[config.mk]
export PLATFORM = sky130hd
export DESIGN_NAME = axi_rd_arbiter
export DESIGN_NICKNAME = d
export VERILOG_FILES = /design/src/rtl/axi_rd_arbiter.sv
export SDC_FILE = /design/constraint.sdc
export NUM_CORES = 1
export LEC_CHECK = 0
export BUFFER_PORTS_ARGS = -buffer_cell sky130_fd_sc_hd__clkbuf_2
export CORE_AREA = 2 2 107 109
export CTS_BUF_LIST = sky130_fd_sc_hd__clkbuf_16
export CTS_CLUSTER_SIZE = 20
export DETAILED_ROUTE_END_ITERATION = 6
export DIE_AREA = 0 0 109 111
export PLACE_DENSITY = 0.73
export SYNTH_ARGS = -nofsm -noshare
export SYNTH_HDL_FRONTEND = slang
export SYNTH_SLANG_ARGS = --single-unit
[constraint.sdc]
create_clock -name clk -period 4 [get_ports clk]
set_input_delay 0.2 -clock clk [delete_from_list [all_inputs] [get_ports clk]]
set_output_delay 0.2 -clock clk [all_outputs]
set_load 0.02 [all_outputs]
[src/rtl/axi_rd_arbiter.sv]
// axi_rd_arbiter
//   Two-master / one-slave AXI4 read-channel arbiter. Master 0 is the
//   instruction fetch unit and master 1 is the load/store unit. Only one read
//   transaction is in flight at a time. The winner's AR fields are latched and
//   replayed to the slave. R beats are forwarded combinationally to the owner
//   until rlast, and the beat count is checked against the latched arlen.
//
//   Ports
//     clk, rst                      clock, asynchronous active-high reset
//     mN_ar{valid,ready,addr,len,size,burst}   master N read address channel
//     mN_r{valid,ready,data,resp,last,id}      master N read data channel
//     s_ar{valid,ready,addr,id,len,size,burst} slave read address channel
//     s_r{valid,ready,data,resp,last,id}       slave read data channel
//     grant    index of the current or last owner
//     busy     a transaction is in flight
//     len_err  one-cycle pulse after an rlast beat whose count mismatched arlen
//
//   Configuration
//     AXI_ARB_RR_EN  defined: round-robin between the two masters.
//                    undefined: fixed priority, master 1 over master 0.
module axi_rd_arbiter #(
    parameter int ADDR_WIDTH = 32,
    parameter int DATA_WIDTH = 32
) (
    input  logic                  clk,
    input  logic                  rst,
    input  logic                  m0_arvalid,
    output logic                  m0_arready,
    input  logic [ADDR_WIDTH-1:0] m0_araddr,
    input  logic [7:0]            m0_arlen,
    input  logic [2:0]            m0_arsize,
    input  logic [1:0]            m0_arburst,
    output logic                  m0_rvalid,
    input  logic                  m0_rready,
    output logic [DATA_WIDTH-1:0] m0_rdata,
    output logic [1:0]            m0_rresp,
    output logic                  m0_rlast,
    output logic [3:0]            m0_rid,
    input  logic                  m1_arvalid,
    output logic                  m1_arready,
    input  logic [ADDR_WIDTH-1:0] m1_araddr,
    input  logic [7:0]            m1_arlen,
    input  logic [2:0]            m1_arsize,
    input  logic [1:0]            m1_arburst,
    output logic                  m1_rvalid,
    input  logic                  m1_rready,
    output logic [DATA_WIDTH-1:0] m1_rdata,
    output logic [1:0]            m1_rresp,
    output logic                  m1_rlast,
    output logic [3:0]            m1_rid,
    output logic                  s_arvalid,
    input  logic                  s_arready,
    output logic [ADDR_WIDTH-1:0] s_araddr,
    output logic [3:0]            s_arid,
    output logic [7:0]            s_arlen,
    output logic [2:0]            s_arsize,
    output logic [1:0]            s_arburst,
    input  logic                  s_rvalid,
    output logic                  s_rready,
    input  logic [DATA_WIDTH-1:0] s_rdata,
    input  logic [1:0]            s_rresp,
    input  logic                  s_rlast,
    input  logic [3:0]            s_rid,
    output logic                  grant,
    output logic                  busy,
    output logic                  len_err
);

    typedef enum logic [1:0] {IDLE, ADDR, DATA} state_t;

    state_t     state;
    logic [7:0] beat_cnt;
    logic       win;
    logic       any_req;
    logic       accept;
    logic       in_data;
    logic       sel0;
    logic       sel1;
    logic       beat;

    assign any_req = m0_arvalid | m1_arvalid;

`ifdef AXI_ARB_RR_EN
    // rr_ptr names the master that wins when both request.
    logic rr_ptr;
    assign win = (m0_arvalid & m1_arvalid) ? rr_ptr : m1_arvalid;
`else
    assign win = m1_arvalid;
`endif

    // arready is combinational from arvalid, so it is also gated by rst to
    // keep every output at 0 while reset is held.
    assign accept     = (state == IDLE) & any_req & ~rst;
    assign m0_arready = accept & ~win;
    assign m1_arready = accept & win;

    assign in_data  = (state == DATA);
    assign sel0     = in_data & ~grant;
    assign sel1     = in_data & grant;
    assign s_rready = (sel0 & m0_rready) | (sel1 & m1_rready);
    assign beat     = in_data & s_rvalid & s_rready;

    assign m0_rvalid = sel0 & s_rvalid;
    assign m0_rdata  = sel0 ? s_rdata : '0;
    assign m0_rresp  = sel0 ? s_rresp : 2'b00;
    assign m0_rlast  = sel0 & s_rlast;
    assign m0_rid    = sel0 ? s_rid : 4'd0;
    assign m1_rvalid = sel1 & s_rvalid;
    assign m1_rdata  = sel1 ? s_rdata : '0;
    assign m1_rresp  = sel1 ? s_rresp : 2'b00;
    assign m1_rlast  = sel1 & s_rlast;
    assign m1_rid    = sel1 ? s_rid : 4'd0;

    assign s_arid = {3'b000, grant};
    assign busy   = (state != IDLE);

    always_ff @(posedge clk or posedge rst) begin
        if (rst) begin
            state     <= IDLE;
            grant     <= 1'b0;
            s_arvalid <= 1'b0;
            s_araddr  <= '0;
            s_arlen   <= 8'd0;
            s_arsize  <= 3'd0;
            s_arburst <= 2'd0;
            beat_cnt  <= 8'd0;
            len_err   <= 1'b0;
`ifdef AXI_ARB_RR_EN
            rr_ptr    <= 1'b0;
`endif
        end else begin
            len_err <= 1'b0;
            case (state)
                IDLE: begin
                    if (any_req) begin
                        grant     <= win;
                        s_araddr  <= win ? m1_araddr  : m0_araddr;
                        s_arlen   <= win ? m1_arlen   : m0_arlen;
                        s_arsize  <= win ? m1_arsize  : m0_arsize;
                        s_arburst <= win ? m1_arburst : m0_arburst;
                        beat_cnt  <= 8'd0;
                        s_arvalid <= 1'b1;
                        state     <= ADDR;
`ifdef AXI_ARB_RR_EN
                        rr_ptr    <= ~win;
`endif
                    end
                end
                ADDR: begin
                    if (s_arready) begin
                        s_arvalid <= 1'b0;
                        state     <= DATA;
                    end
                end
                DATA: begin
                    if (beat) begin
                        beat_cnt <= beat_cnt + 8'd1;
                        // beat_cnt holds the beats already seen, so on a
                        // correct burst it equals arlen at the rlast beat.
                        if (s_rlast) begin
                            len_err <= (beat_cnt != s_arlen);
                            state   <= IDLE;
                        end
                    end
                end
                default: state <= IDLE;
            endcase
        end
    end

endmodule

=== After elaboration in Yosys (flattened, before gate mapping) ===
Cells that the tools add are included.

* Input bits: 137
* Register bits after elaboration: 58
* Logic and storage cells: 68
* Output and inout port bits: 136

* Reduce and logical (&&, ||, !) cells: 8
* $add $sub $neg: 1
* Multiplexer cells: 24
* Equal/unequal tests: 7
* Bitwise gates (word level): 19

{| class="wikitable"
|+ Operators by type and width
! cell !! count
|-
| $mux W32 || 3
|-
| $mux W8 || 3
|-
| $pmux W8 S2 || 1
|-
| $and A1 B1 Y1 || 14
|-
| $mux W2 || 7
|-
| $add A8 B1 Y8 const B || 1
|-
| $mux W4 || 2
|-
| $ne A8 B8 Y1 || 1
|-
| $ne A2 B2 Y1 const B || 3
|-
| $pmux W2 S3 || 1
|-
| $reduce_and A3 Y1 || 2
|-
| $reduce_bool A2 Y1 || 3
|-
| $mux W1 || 5
|-
| $reduce_and A4 Y1 || 1
|-
| $mux W3 || 1
|-
| $not A1 Y1 || 3
|-
| $eq A2 B1 Y1 const B || 1
|-
| $eq A2 B2 Y1 const B || 1
|-
| $logic_not A2 Y1 || 1
|-
| $ne A2 B1 Y1 const B || 1
|-
| $or A1 B1 Y1 || 2
|-
| $pmux W1 S2 || 1
|-
| $reduce_and A2 Y1 || 1
|}

=== Logic depth before layout (Yosys ltp) ===
* Depth after elaboration: 7
* Depth in mapped cells: 6
* Gate-level depth less buffers: 5

=== Worst setup path before layout ===
Ideal clock, no wire load.

* Path kind: input port to output port
* Start point: input port rst
* End point: output port m1_arready
* Path slack: 1939 ps
* Cell stages on the path: 2
* Path buffers: 0
* Required time: 3800 ps
* Arrival: 1861 ps
* Cells stage by stage: inv_1 -> and3_1

* Word-level cells in the longest chain between the ends: 3

{| class="wikitable"
|+ Ends and longest elaborated chain
! element !! line !! source
|-
| start, declared || 26 || <nowiki>input logic rst,</nowiki>
|-
| $not A1 Y1 || 93 || <nowiki>assign accept = (state == IDLE) & any_req & ~rst;</nowiki>
|-
| $and A1 B1 Y1 || 93 ||
|-
| $and A1 B1 Y1 || 95 || <nowiki>assign m1_arready = accept & win;</nowiki>
|-
| end, declared || 40 || <nowiki>output logic m1_arready,</nowiki>
|}

Every way passes these cells.

=== Worst setup path after layout ===
* Start point: register state[0]
* End point: output port m0_rresp[1]

* Word-level cells in the longest chain between the ends: 3

{| class="wikitable"
|+ Ends and longest elaborated chain
! element !! line !! source
|-
| start, declared || 71 || <nowiki>state_t state;</nowiki>
|-
| start signal, assigned || 119 || <nowiki>state <= IDLE;</nowiki>
|-
| start signal, assigned || 143 || <nowiki>state <= ADDR;</nowiki>
|-
| start signal, assigned || 152 || <nowiki>state <= DATA;</nowiki>
|-
| $eq A2 B2 Y1 || 97 || <nowiki>assign in_data = (state == DATA);</nowiki>
|-
| $and A1 B1 Y1 || 98 || <nowiki>assign sel0 = in_data & ~grant;</nowiki>
|-
| $mux W2 || 105 || <nowiki>assign m0_rresp = sel0 ? s_rresp : 2'b00;</nowiki>
|-
| end, declared || 36 || <nowiki>output logic [1:0] m0_rresp,</nowiki>
|}

Every way passes these cells.

==> results.yml <==
die:
  io_pins: 273
  core_area_um2: 11100
  die_area_um2: 12100
  initial_core_util_pct: 30.9
  die_w_um: 109
  die_y_um: 111
  num_rows: 39
clocking:
  cts_setup_buffers: 0
  cts_buffers: 9
  cts_resized: 0
  cts_hold_buffers: 0
  cts_tree: "built"
  path_clk_slew_ns: 0.05
  clockBufferDepth: 2
  clk_latency_ns: 0.32
  clock_sinks: 58
  ctsHtreeMaxLevel: 3
  root_buffer: "clkbuf_16"
drt:
  drc: 0
  wire_per_inst_um: 14.5
  wl_mm: 11.3
  drt-vias-per-instance: 4.68
  vias: 3649
  drt-initial-drc-count: 198
  ant_nets: 0
  dr.pass1.iters: 4
placement:
  gp_congestion: 0.803
  place_area_um2: 4830
  dpl.hpwl_mm: 8.93
  dp.cells: 762
  portBuffers: 269
  pre_cts_slack_ns: 1.76
grt:
  grt_max_degree: 76
  top_usage_layer: "met2"
  grt_pass1_vias: 3518
  grtUsageMet2_pct: 34.2
  grt_use_met1_pct: 19.1
  grt_pass1_wl_mm: 17.1
  antenna_found_initial: 1
  grtUsageTotal_pct: 18.4
  overflow: 0
  met3_usage_pct: 5.23
power:
  p_per_area_nw_per_um2: 658
  p_leak_uw: 0.00305
  ir_worst_vdd_mv: 0.323
worst_setup_path:
  cp_cell_sequence: "nand2b_1 > nor2_2 > and2_1 > clkbuf_2"
  worstSetupEndpointType: "output pin"
  r2r-start: "state[1]"
  crit_buf_inv: 1
  reg2reg_to: "beat_cnt[2]"
  cp_top_family: "simple AND/OR/NAND/NOR gates"
  max_stage_delay_ns: 0.87
  r2r_cells: 4
  r2r_slack_ns: 1.61
  crit_fanout: 39
  crit_path_top_delay_cell: "nor2_2"
  required_ns: 3.80
  path_class: "reg -> out"
  start_kind: "flip-flop"
  worstPathArrival_ns: 2.35
synthesis:
  netlist_area_um2: 3420
  ys_warn_count: 0
  synth.most_common_cell: "dfrtp_1"
  synth-main-ff-cell: "dfrtp_1"
  synth_common_cells: "58 x dfrtp_1, 54 x nand2_1, 47 x mux2i_1"
  avgSynthCellArea_um2: 9.05
  yosysTopAreaCell: "dfrtp_1"
  ys_types: 36
  yosys-top-cells-area: "dfrtp_1 42%, mux2i_1 14%, and3_1 7.9%"
  ys_seq_area_share_pct: 42.4
  synth_edf_count: 0
  yosys.area.top_type_share_pct: 42.4
  ys_ff_latch: 58
  synthArstFlopShare_pct: 100
  syn_inst: 378
timing:
  holdWs_ns: 0.0722
  setup_slack_ns: 1.45
  setup_violations: 0
  hold_viol: 0
  slew_headroom_pct: 10.9
  clock.fmax_ghz: 0.393
  finalCriticalPeriod_ns: 2.55
  post-route-period-util_pct: 63.7
  slew_viol_final: 0
  fin_setup_tns_ns: 0
  clock_skew_ns: 0.00296
  rsz0062_at_grt: "false"
  tightest_slew_ns: 1.33
cells_and_area:
  fin_cells: 779
  final_net_count: 768
  layout-area-overhead-vs-synth_pct: 49.6
  drive_gt1_share_pct: 46.8
  postLayoutCellArea_um2: 5120
  fillers: 1061
run:
  maxCapViolCount: 0
min_path:
  hp-class: "in -> async"
outcome:
  status: "finished clean"
[cell type report]
class	instances	area [um2]	area share, %
Multi-Input combinational cell	285	1810	35.4
Sequential cell	58	1450	28.4
Timing Repair Buffer	273	1380	26.9
Clock buffer	9	225	4.40
Tap cell	143	179	3.50
Clock inverter	7	60.1	1.17
Inverter	3	11.3	0.220
Antenna cell	1	2.50	0.0489
[report_power, final]
group	total [uW]	internal, uW	switching (uW)
logic	1630	535	1090
clock network	733	473	260
registers	1010	839	167
total	3370	1850	1520
[cell usage in the layout (no fill, tap or decap), types with 2 or more instances in the layout]
master	netlist	final
o21ai_0	46	46
clkbuf_16	0	9
mux2i_1	47	47
nand3_1	4	4
clkinv_1	0	2
a211o_1	2	2
o2bb2ai_1	2	2
nor2_2	2	2
and2_1	39	39
nand2_1	54	54
or3_1	2	2
clkinv_2	0	3
nor2_1	3	3
nor3_1	4	4
o21ai_1	4	3
nand2b_1	2	2
inv_1	3	2
dfrtp_1	58	58
buf_4	6	4
clkbuf_2	1	268
and3_1	43	43
xor2_1	8	8
conb_1	1	3
a22o_1	2	2
nor3b_1	2	2
nor4_1	4	4
a21oi_1	2	2
[worst reg2reg max path, cell delays in order (launching register included)]
cell and delay, ns:
dfrtp_1 0.41, nor2b_2 1.07, nand3_1 0.40, nor3b_1 0.32, a211o_2 0.13
[sequential cells by signal, summed over array words and instances, names as in the netlist]
name / count
state: 2
beat_cnt: 8
s_arburst: 2
len_err: 1
s_arvalid: 1
s_arsize: 3
s_arlen: 8
s_araddr: 32
grant: 1
[how the worst max path moves through the flow]
stage                        start     endpoint  slack (ns)  cells after the start
after global routing      state[0]  m0_rdata[5]        1.26                      4
after global placement    state[1]   m0_arready        1.90                      5
after floorplan                rst   m1_arready        1.94                      2
after CTS                 state[0]  m0_rresp[1]        1.43                      4
after detailed placement  state[1]  beat_cnt[2]        1.76                      4
final                     state[0]  m0_rresp[1]        1.45                      4
[layer usage]
layer	part of all wire, %	up-vias
li1	-	1796
met1	37	1653
met2	52	179
met3	8.8	21
met4	2.5	0
met5	0	-
[cells by family after synthesis]
family,share of synthesized area (%)
AOI/OAI and AO/OA,10.1
xor gates and xnor gates,2.05
adders and majority gates,0.366
buffers and inverters,5.23
DFF,42.4
muxes,14.1
other,0.110
and+or+nand+nor,25.7
[per-stage QoR]
step | util (%) | total power, uW
2_1_floorplan | - | 2090
3_3_place_gp | 43.6 | 2600
3_5_place_dp | 43.6 | 2660
4_1_cts | 46.2 | 3410
5_1_grt | 46.2 | 3610
6_report | 46.2 | 3370
Note: power is estimated with default switching activity, not from simulation.
